### src/rtl/usb_sie_pkg.sv
// Shared SIE types: Tx arbiter FSM states, arbitration modes, idle line levels.
// Used by usb_tx_wire_arb_n and usb_arb_pick.
package usb_sie_pkg;

  typedef enum logic [1:0] {
    ST_IDLE = 2'd0,
    ST_BUSY = 2'd1,
    ST_GAP  = 2'd2
  } arb_state_e;

  localparam int ARB_FIXED = 0;
  localparam int ARB_RR    = 1;

  localparam logic [1:0] IDLE_TXBITS = 2'b00;
  localparam logic       IDLE_TXCTL  = 1'b0;
  localparam logic       IDLE_FSRATE = 1'b1;

endpackage

### src/rtl/usb_arb_pick.sv
// Combinational requester pick: lowest index (fixed)
// or first eligible after the last grant (round-robin).
import usb_sie_pkg::*;

module usb_arb_pick #(
  parameter int NUM_REQ = 2,
  parameter int IW      = 1
) (
  input  logic [NUM_REQ-1:0] elig_i,
  input  logic [IW-1:0]      last_i,
  input  logic               mode_i,
  output logic [NUM_REQ-1:0] pick_o,
  output logic               valid_o
);

  int idx;

  // Scan from the far end so the nearest candidate is the last write.
  always_comb begin
    pick_o  = '0;
    valid_o = |elig_i;
    idx     = 0;
    if (mode_i) begin
      for (int k = NUM_REQ; k >= 1; k--) begin
        idx = (int'(last_i) + k) % NUM_REQ;
        if (elig_i[idx]) begin
          pick_o      = '0;
          pick_o[idx] = 1'b1;
        end
      end
    end else begin
      for (int i = NUM_REQ - 1; i >= 0; i--) begin
        if (elig_i[i]) begin
          pick_o    = '0;
          pick_o[i] = 1'b1;
        end
      end
    end
  end

endmodule

### src/rtl/usb_tx_wire_arb_n.sv
// N-way arbiter in front of the USB wire writer (IDLE/BUSY/GAP).
// Optional watchdog revoke: define USB_TX_ARB_TIMEOUT_EN.
import usb_sie_pkg::*;

module usb_tx_wire_arb_n #(
  parameter int NUM_REQ        = 2,
  parameter int ARB_MODE       = 0,
  parameter int TIMEOUT_CYCLES = 4095
) (
  input  logic                   clk,
  input  logic                   rst,
  input  logic [NUM_REQ-1:0]     reqIn,
  output logic [NUM_REQ-1:0]     gntOut,
  input  logic [2*NUM_REQ-1:0]   dataIn,
  input  logic [NUM_REQ-1:0]     ctrlIn,
  input  logic [NUM_REQ-1:0]     wEnIn,
  input  logic [NUM_REQ-1:0]     fsRateIn,
  output logic [1:0]             TxBits,
  output logic                   TxCtl,
  output logic                   TxFSRate,
  output logic                   USBWireWEn,
  input  logic                   USBWireRdyIn,
  output logic                   USBWireRdyOut,
  output logic                   timeoutErr
);

  localparam int IW = (NUM_REQ > 1) ? $clog2(NUM_REQ) : 1;

  arb_state_e         state_q;
  logic [NUM_REQ-1:0] gnt_q;
  logic [IW-1:0]      last_q;
  logic [NUM_REQ-1:0] elig;
  logic [NUM_REQ-1:0] pick;
  logic               pick_vld;
  logic [IW-1:0]      pick_idx;
  logic               held;
  logic               wen_g;

`ifdef USB_TX_ARB_TIMEOUT_EN
  localparam int CW = $clog2(TIMEOUT_CYCLES + 1);
  logic [CW-1:0]      wd_q;
  logic [NUM_REQ-1:0] mask_q;
  logic               to_q;

  assign elig       = reqIn & ~mask_q;
  assign timeoutErr = to_q;
`else
  assign elig       = reqIn;
  assign timeoutErr = 1'b0;
`endif

  usb_arb_pick #(
    .NUM_REQ (NUM_REQ),
    .IW      (IW)
  ) u_pick (
    .elig_i  (elig),
    .last_i  (last_q),
    .mode_i  (1'(ARB_MODE == ARB_RR)),
    .pick_o  (pick),
    .valid_o (pick_vld)
  );

  always_comb begin
    pick_idx = '0;
    for (int i = 0; i < NUM_REQ; i++)
      if (pick[i]) pick_idx = IW'(i);
  end

  assign held  = |(reqIn & gnt_q);
  assign wen_g = |(wEnIn & gnt_q);

  always_comb begin
    TxBits     = IDLE_TXBITS;
    TxCtl      = IDLE_TXCTL;
    TxFSRate   = IDLE_FSRATE;
    USBWireWEn = 1'b0;
    if (state_q == ST_BUSY) begin
      for (int i = 0; i < NUM_REQ; i++) begin
        if (gnt_q[i]) begin
          TxBits     = dataIn[2*i +: 2];
          TxCtl      = ctrlIn[i];
          TxFSRate   = fsRateIn[i];
          USBWireWEn = wEnIn[i];
        end
      end
    end
  end

  assign gntOut        = gnt_q;
  assign USBWireRdyOut = USBWireRdyIn;

  always_ff @(posedge clk) begin
    if (rst) begin
      state_q <= ST_IDLE;
      gnt_q   <= '0;
      last_q  <= IW'(NUM_REQ - 1);
`ifdef USB_TX_ARB_TIMEOUT_EN
      wd_q    <= '0;
      mask_q  <= '0;
      to_q    <= 1'b0;
`endif
    end else begin
`ifdef USB_TX_ARB_TIMEOUT_EN
      to_q   <= 1'b0;
      mask_q <= mask_q & reqIn;
`endif
      unique case (state_q)
        ST_IDLE: begin
          if (pick_vld) begin
            gnt_q   <= pick;
            last_q  <= pick_idx;
            state_q <= ST_BUSY;
`ifdef USB_TX_ARB_TIMEOUT_EN
            wd_q    <= '0;
`endif
          end
        end
        ST_BUSY: begin
          if (!held) begin
            gnt_q   <= '0;
            state_q <= ST_GAP;
          end
`ifdef USB_TX_ARB_TIMEOUT_EN
          else if (wen_g) begin
            wd_q <= '0;
          end else if (wd_q == CW'(TIMEOUT_CYCLES - 1)) begin
            gnt_q   <= '0;
            state_q <= ST_GAP;
            to_q    <= 1'b1;
            mask_q  <= (mask_q & reqIn) | gnt_q;
          end else begin
            wd_q <= wd_q + 1'b1;
          end
`endif
        end
        default: state_q <= ST_IDLE;
      endcase
    end
  end

endmodule
### config.mk
export PLATFORM = sky130hd
export DESIGN_NAME = usb_tx_wire_arb_n
export DESIGN_NICKNAME = d
export VERILOG_FILES = /design/src/rtl/usb_sie_pkg.sv /design/src/rtl/usb_arb_pick.sv /design/src/rtl/usb_tx_wire_arb_n.sv
export SDC_FILE = /design/constraint.sdc
export NUM_CORES = 1
export LEC_CHECK = 0
export ABC_AREA = 1
export CAP_MARGIN = 5
export CORE_AREA = 2 2 39 41
export DETAILED_ROUTE_END_ITERATION = 16
export DIE_AREA = 0 0 41 43
export DONT_BUFFER_PORTS = 1
export HOLD_SLACK_MARGIN = 0.12
export PLACE_DENSITY_LB_ADDON = 0.2
export SYNTH_ARGS = -nofsm -noshare
export SYNTH_HDL_FRONTEND = slang
export SYNTH_SLANG_ARGS = --single-unit
export TNS_END_PERCENT = 50
### constraint.sdc
create_clock -name clk -period 1.3 [get_ports clk]
set_clock_uncertainty 0.05 [all_clocks]
set_input_delay 0.325 -clock clk [delete_from_list [all_inputs] [get_ports clk]]
set_output_delay 0.325 -clock clk [all_outputs]
set_load 0.03 [all_outputs]
# --- Yosys cells after proc, flatten, opt, wreduce, memory -nomap -nowiden ---
# Index checks and enable logic that the tools add are counted.
classes:
  muxes: 20
  reduce_logical: 6
  shift: 0
  mul: 0
  bitwise_logic: 1
  order_cmp: 0
  n_div: 0
  add_sub_neg: 0
  eq_ne: 3
ops:
  columns: ["cell", "count"]
  rows:
  - ["2-to-1 mux 2 bit", 9]
  - ["2-to-1 mux 1 bit", 9]
  - ["one-hot mux 2 bit (2 select lines)", 2]
  - ["!= test 2 bit (second input constant)", 2]
  - ["OR reduction 2 bit", 2]
  - ["AND reduction 3 bit", 1]
  - ["AND 2 bit", 1]
  - ["equality test 2 x 1 -> 1 bit (second input constant)", 1]
  - ["logical NOT 2 bit", 1]
  - ["AND reduction 2 bit", 1]
  - ["nonzero test 2 bit", 1]
totals:
  mem_count: 0
  latchBits: 0
  elab_cells: 32
  ff_bits: 4
  romBits: 0
  mem_bits_rw: 0
  input_bits: 15
  out_inout_bits: 9

# --- Logic depth before layout (Yosys ltp) ---
# Gate-level depths: netlist of the first run.
logic_depth:
  depth_word: 4
  depth_mapped: 7
  depth_no_buf: 6

# --- Modules after synthesis ---
# A second synthesis of the first run with hierarchy kept.
unflattened:
  hier_cells: 58
  area_unflattened_um2: 367.9
modules_own_cells:
  columns: ["module", "area_each_um2", "n_inst", "cells_per_inst", "seq_area_each_um2"]
  rows:
  - ["usb_tx_wire_arb_n", 329.1, 1, 51, 100.1]
  - ["usb_arb_pick", 38.8, 1, 7, 0.0]

# --- Worst setup path before layout of the first run ---
# No wires, ideal clock.
synth_timing:
  path_type: "register -> output"
  from: "register gnt_q[0] (netlist: gntOut[0])"
  to: "output TxBits[0]"
  t_arrival_ps: 1342
  required_ps: 925
  path_slack_ps: -417
  path_stages_with_launch: 5
  n_path_buf: 0
  cell_sequence: "dfxtp_1 inv_1 nor2_1 nand2_1 a21oi_1"
synth_via:
  elab_chain_len: 3
synth_rtl:
  columns: ["element", "line_no", "text"]
  rows:
  - ["from (decl)", "usb_tx_wire_arb_n.sv:30", "logic [NUM_REQ-1:0] gnt_q;"]
  - ["from (signal assigned)", "usb_tx_wire_arb_n.sv:110", "gnt_q <= pick;"]
  - ["2-to-1 mux 2 bit (2 in series)", "usb_tx_wire_arb_n.sv:79", "if (gnt_q[i]) begin"]
  - ["2-to-1 mux 2 bit", "usb_tx_wire_arb_n.sv:77", "if (state_q == ST_BUSY) begin"]
  - ["to (decl)", "usb_tx_wire_arb_n.sv:18", "output logic [1:0] TxBits,"]
# Every way passes these cells.

# --- Worst setup path in the final report of the first run ---
layout_timing:
  from: "register gnt_q[0] (netlist: gntOut[0])"
  to: "output TxBits[1]"
# Same word-level chain as after synthesis.

==> results of run 1 <==
[worst max-delay path, cell delays in order (launching register included)]
cell     delay, ns
dfxtp_4       0.35
inv_4         0.03
nor2_4        0.11
nand2_1       0.11
a21oi_4       0.25
[flip-flops by register name, indices dropped and copies added (netlist names)]
register,cells
gntOut,2
state_q,2
[stage by stage]
stage	worst slack (ns)	utilization, %
global route	-0.221	33.2
CTS	-0.184	33.0
floorplan	-0.0910	-
finish	-0.167	33.2
detailed placement	0.0184	28.1
global placement	0.0224	28.1
[synth_stat cells, drive strengths merged]
cell type  count  area (um2)
o211ai         1        7.51
nand3          1        10.0
nand3b         1        7.51
dfxtp          4        80.1
buf            3        26.3
nor4           1        6.26
nand2         18        72.6
a21oi          7        35.0
nor2           5        23.8
inv            4        15.0
conb           1        3.75
[kinds of logic (layout without fill, tap and decap cells)]
group | after synthesis | in the layout | synth area share, %
compound gates | 8 | 8 | 14.8
flops | 4 | 4 | 27.8
simple gates | 26 | 26 | 41.7
buf+inv | 7 | 17 | 14.3
other cells | 1 | 1 | 1.30
[layer usage]
layer,GRT usage [%],share of wire (%)
met4,8.00,0
met3,4.71,18
met1,9.65,40
met5,0,0
met2,12.5,42
[final timing paths]
path	startpoint	to	depth (start not counted)
worst min register to register	state_q[0]$_SDFFE_PP0P_	state_q[1]$_SDFFE_PP0P_	2
worst max register to register	state_q[1]$_SDFFE_PP0P_	gntOut[0]$_SDFFE_PP0P_	6
worst min-delay path	reqIn[0]	gntOut[0]$_SDFFE_PP0P_	2
worst max-delay path	gntOut[0]$_SDFFE_PP0P_	TxBits[1]	4
[power groups by stage]
stage	logic (mW)	clock network (mW)	registers (mW)
global route	0.191	0.189	0.148
global placement	0.152	0	0.143
CTS	0.177	0.176	0.146
floorplan	0.110	0	0.156
detailed placement	0.152	0	0.143
finish	0.174	0.168	0.147
[final cells by class]
class | count | share of cell area [%]
Multi-Input combinational cell | 35 | 49.9
Timing Repair Buffer | 9 | 16.9
Clock buffer | 4 | 5.72
Inverter | 4 | 3.81
Sequential cell | 4 | 19.3
Tap cell | 16 | 4.36
[repair_timing]
item	4_1_cts	5_1_grt
endpoints found under the setup margin	5	5
buffers inserted	1	0
hold buffers	1	0
resized for setup	10	1
hold endpoints to repair	4	0
pin swaps	5	2
==> flow_metrics.tcl, run 1 <==
set metrics [dict create \
    outcome "finished, violations left" \
    violations "negative setup slack" \
    netlist_instances 46 \
    final-setup-viol-count 5 \
    dpl_cell_area_um2 389 \
    finalPower_uw 489 \
    worstSkewPairLatency_ns 0.24 \
    timing.final.crit_share_pct 113 \
    power_frac_comb_pct 35.6 \
    cts.sinks 4 \
    grt_max_degree 7 \
    place_inst 66 \
    cts_made_buffers 3 \
    nets 72 \
    grt_pass1_vias 275 \
    syn-num-nets 61 \
    drive_above_1_share_pct 51.8 \
    stdcell_count 72 \
    worst-setup-path-type "flip-flop to output pin" \
    grt_pass1_wl_mm 1.05 \
    p_per_area_nw_per_um2 1060 \
    dieArea_um2 1760 \
    critical_path_required_ns 0.93 \
    ys_seq_area_share_pct 27.8 \
    finalMaxSlewViolations 0 \
    ios 24 \
    track_usage_pct 9.14 \
    critPathMaxFanout 4 \
    die_h_um 43 \
    setup_tns_ns -0.735 \
    ant_nets 0 \
    antenna_cells 0 \
    start_kind "flip-flop" \
    regArea_um2 88.8 \
    ir_drop_uv 396 \
    drc 0 \
    antenna_found_initial 0 \
    yosysWarningCount 0 \
    drv_cap 0 \
    layout_common_cells "nand2_1, buf_4, nand2_2, a21oi_4" \
    initial_utilization_pct 20.8 \
    io_buffers 0 \
    fin_crit_ns 1.47 \
    gr-total-overflow 0 \
    gp_congestion 0.649 \
    rows 14 \
    cts_tree "done" \
    syn_area_um2 288 \
    holdWs_ns 0.186 \
    dpl.hpwl_um 599 \
    avgSynthCellArea_um2 6.26 \
    seqPwrFrac_pct 30.0 \
    die_w_um 41 \
    p_sw_uw 169 \
    rsz0062_at_grt "true" \
    clockRootBuffer "clkbuf_4" \
    drt_iter0_markers 4 \
    p_leak_nw 0.171 \
    vias_per_cell 4.43 \
    routed_wl_um 698 \
    core_um2 1380 \
    p_int_uw 320 \
    fillerInstances 158 \
    syn_to_final_growth_pct 59.6 \
    final-hold-violation-count 0 \
    cts_buffer_depth 2 \
    cp.arrival_ns 1.09 \
    clk_pin_slew_ns 0.04 \
    r2r_slack_ns 0.21 \
    design_area_um2 459 \
    final_common_cell "nand2_1" \
    end_kind "output pin" \
    ys_ff_latch 4 \
    fmax_mhz 682 \
    ys_types 14 \
    hold_path_class "primary input to flip-flop" \
    drt_first_pass_iters 2 \
    p_clk_share_pct 34.4 \
    cts_max_level 1 \
    setup_ws_ns -0.167 \
    wire_per_inst_um 9.69 \
    multiInputGateArea_um2 229 \
    swShare_pct 34.6 \
    vias 319 \
]
No activity file was read; power rests on OpenSTA's default activity.
==> run 2, diff against run 1 <==
--- a/config.mk
+++ b/config.mk
@@ -13,6 +13,7 @@
 export DONT_BUFFER_PORTS = 1
 export HOLD_SLACK_MARGIN = 0.12
 export PLACE_DENSITY_LB_ADDON = 0.2
+export SLEW_MARGIN = 20
 export SYNTH_ARGS = -nofsm -noshare
 export SYNTH_HDL_FRONTEND = slang
 export SYNTH_SLANG_ARGS = --single-unit
==> results of run 2 <==
Same layout as run 1: the final DEF is identical, and so are final timing and power.
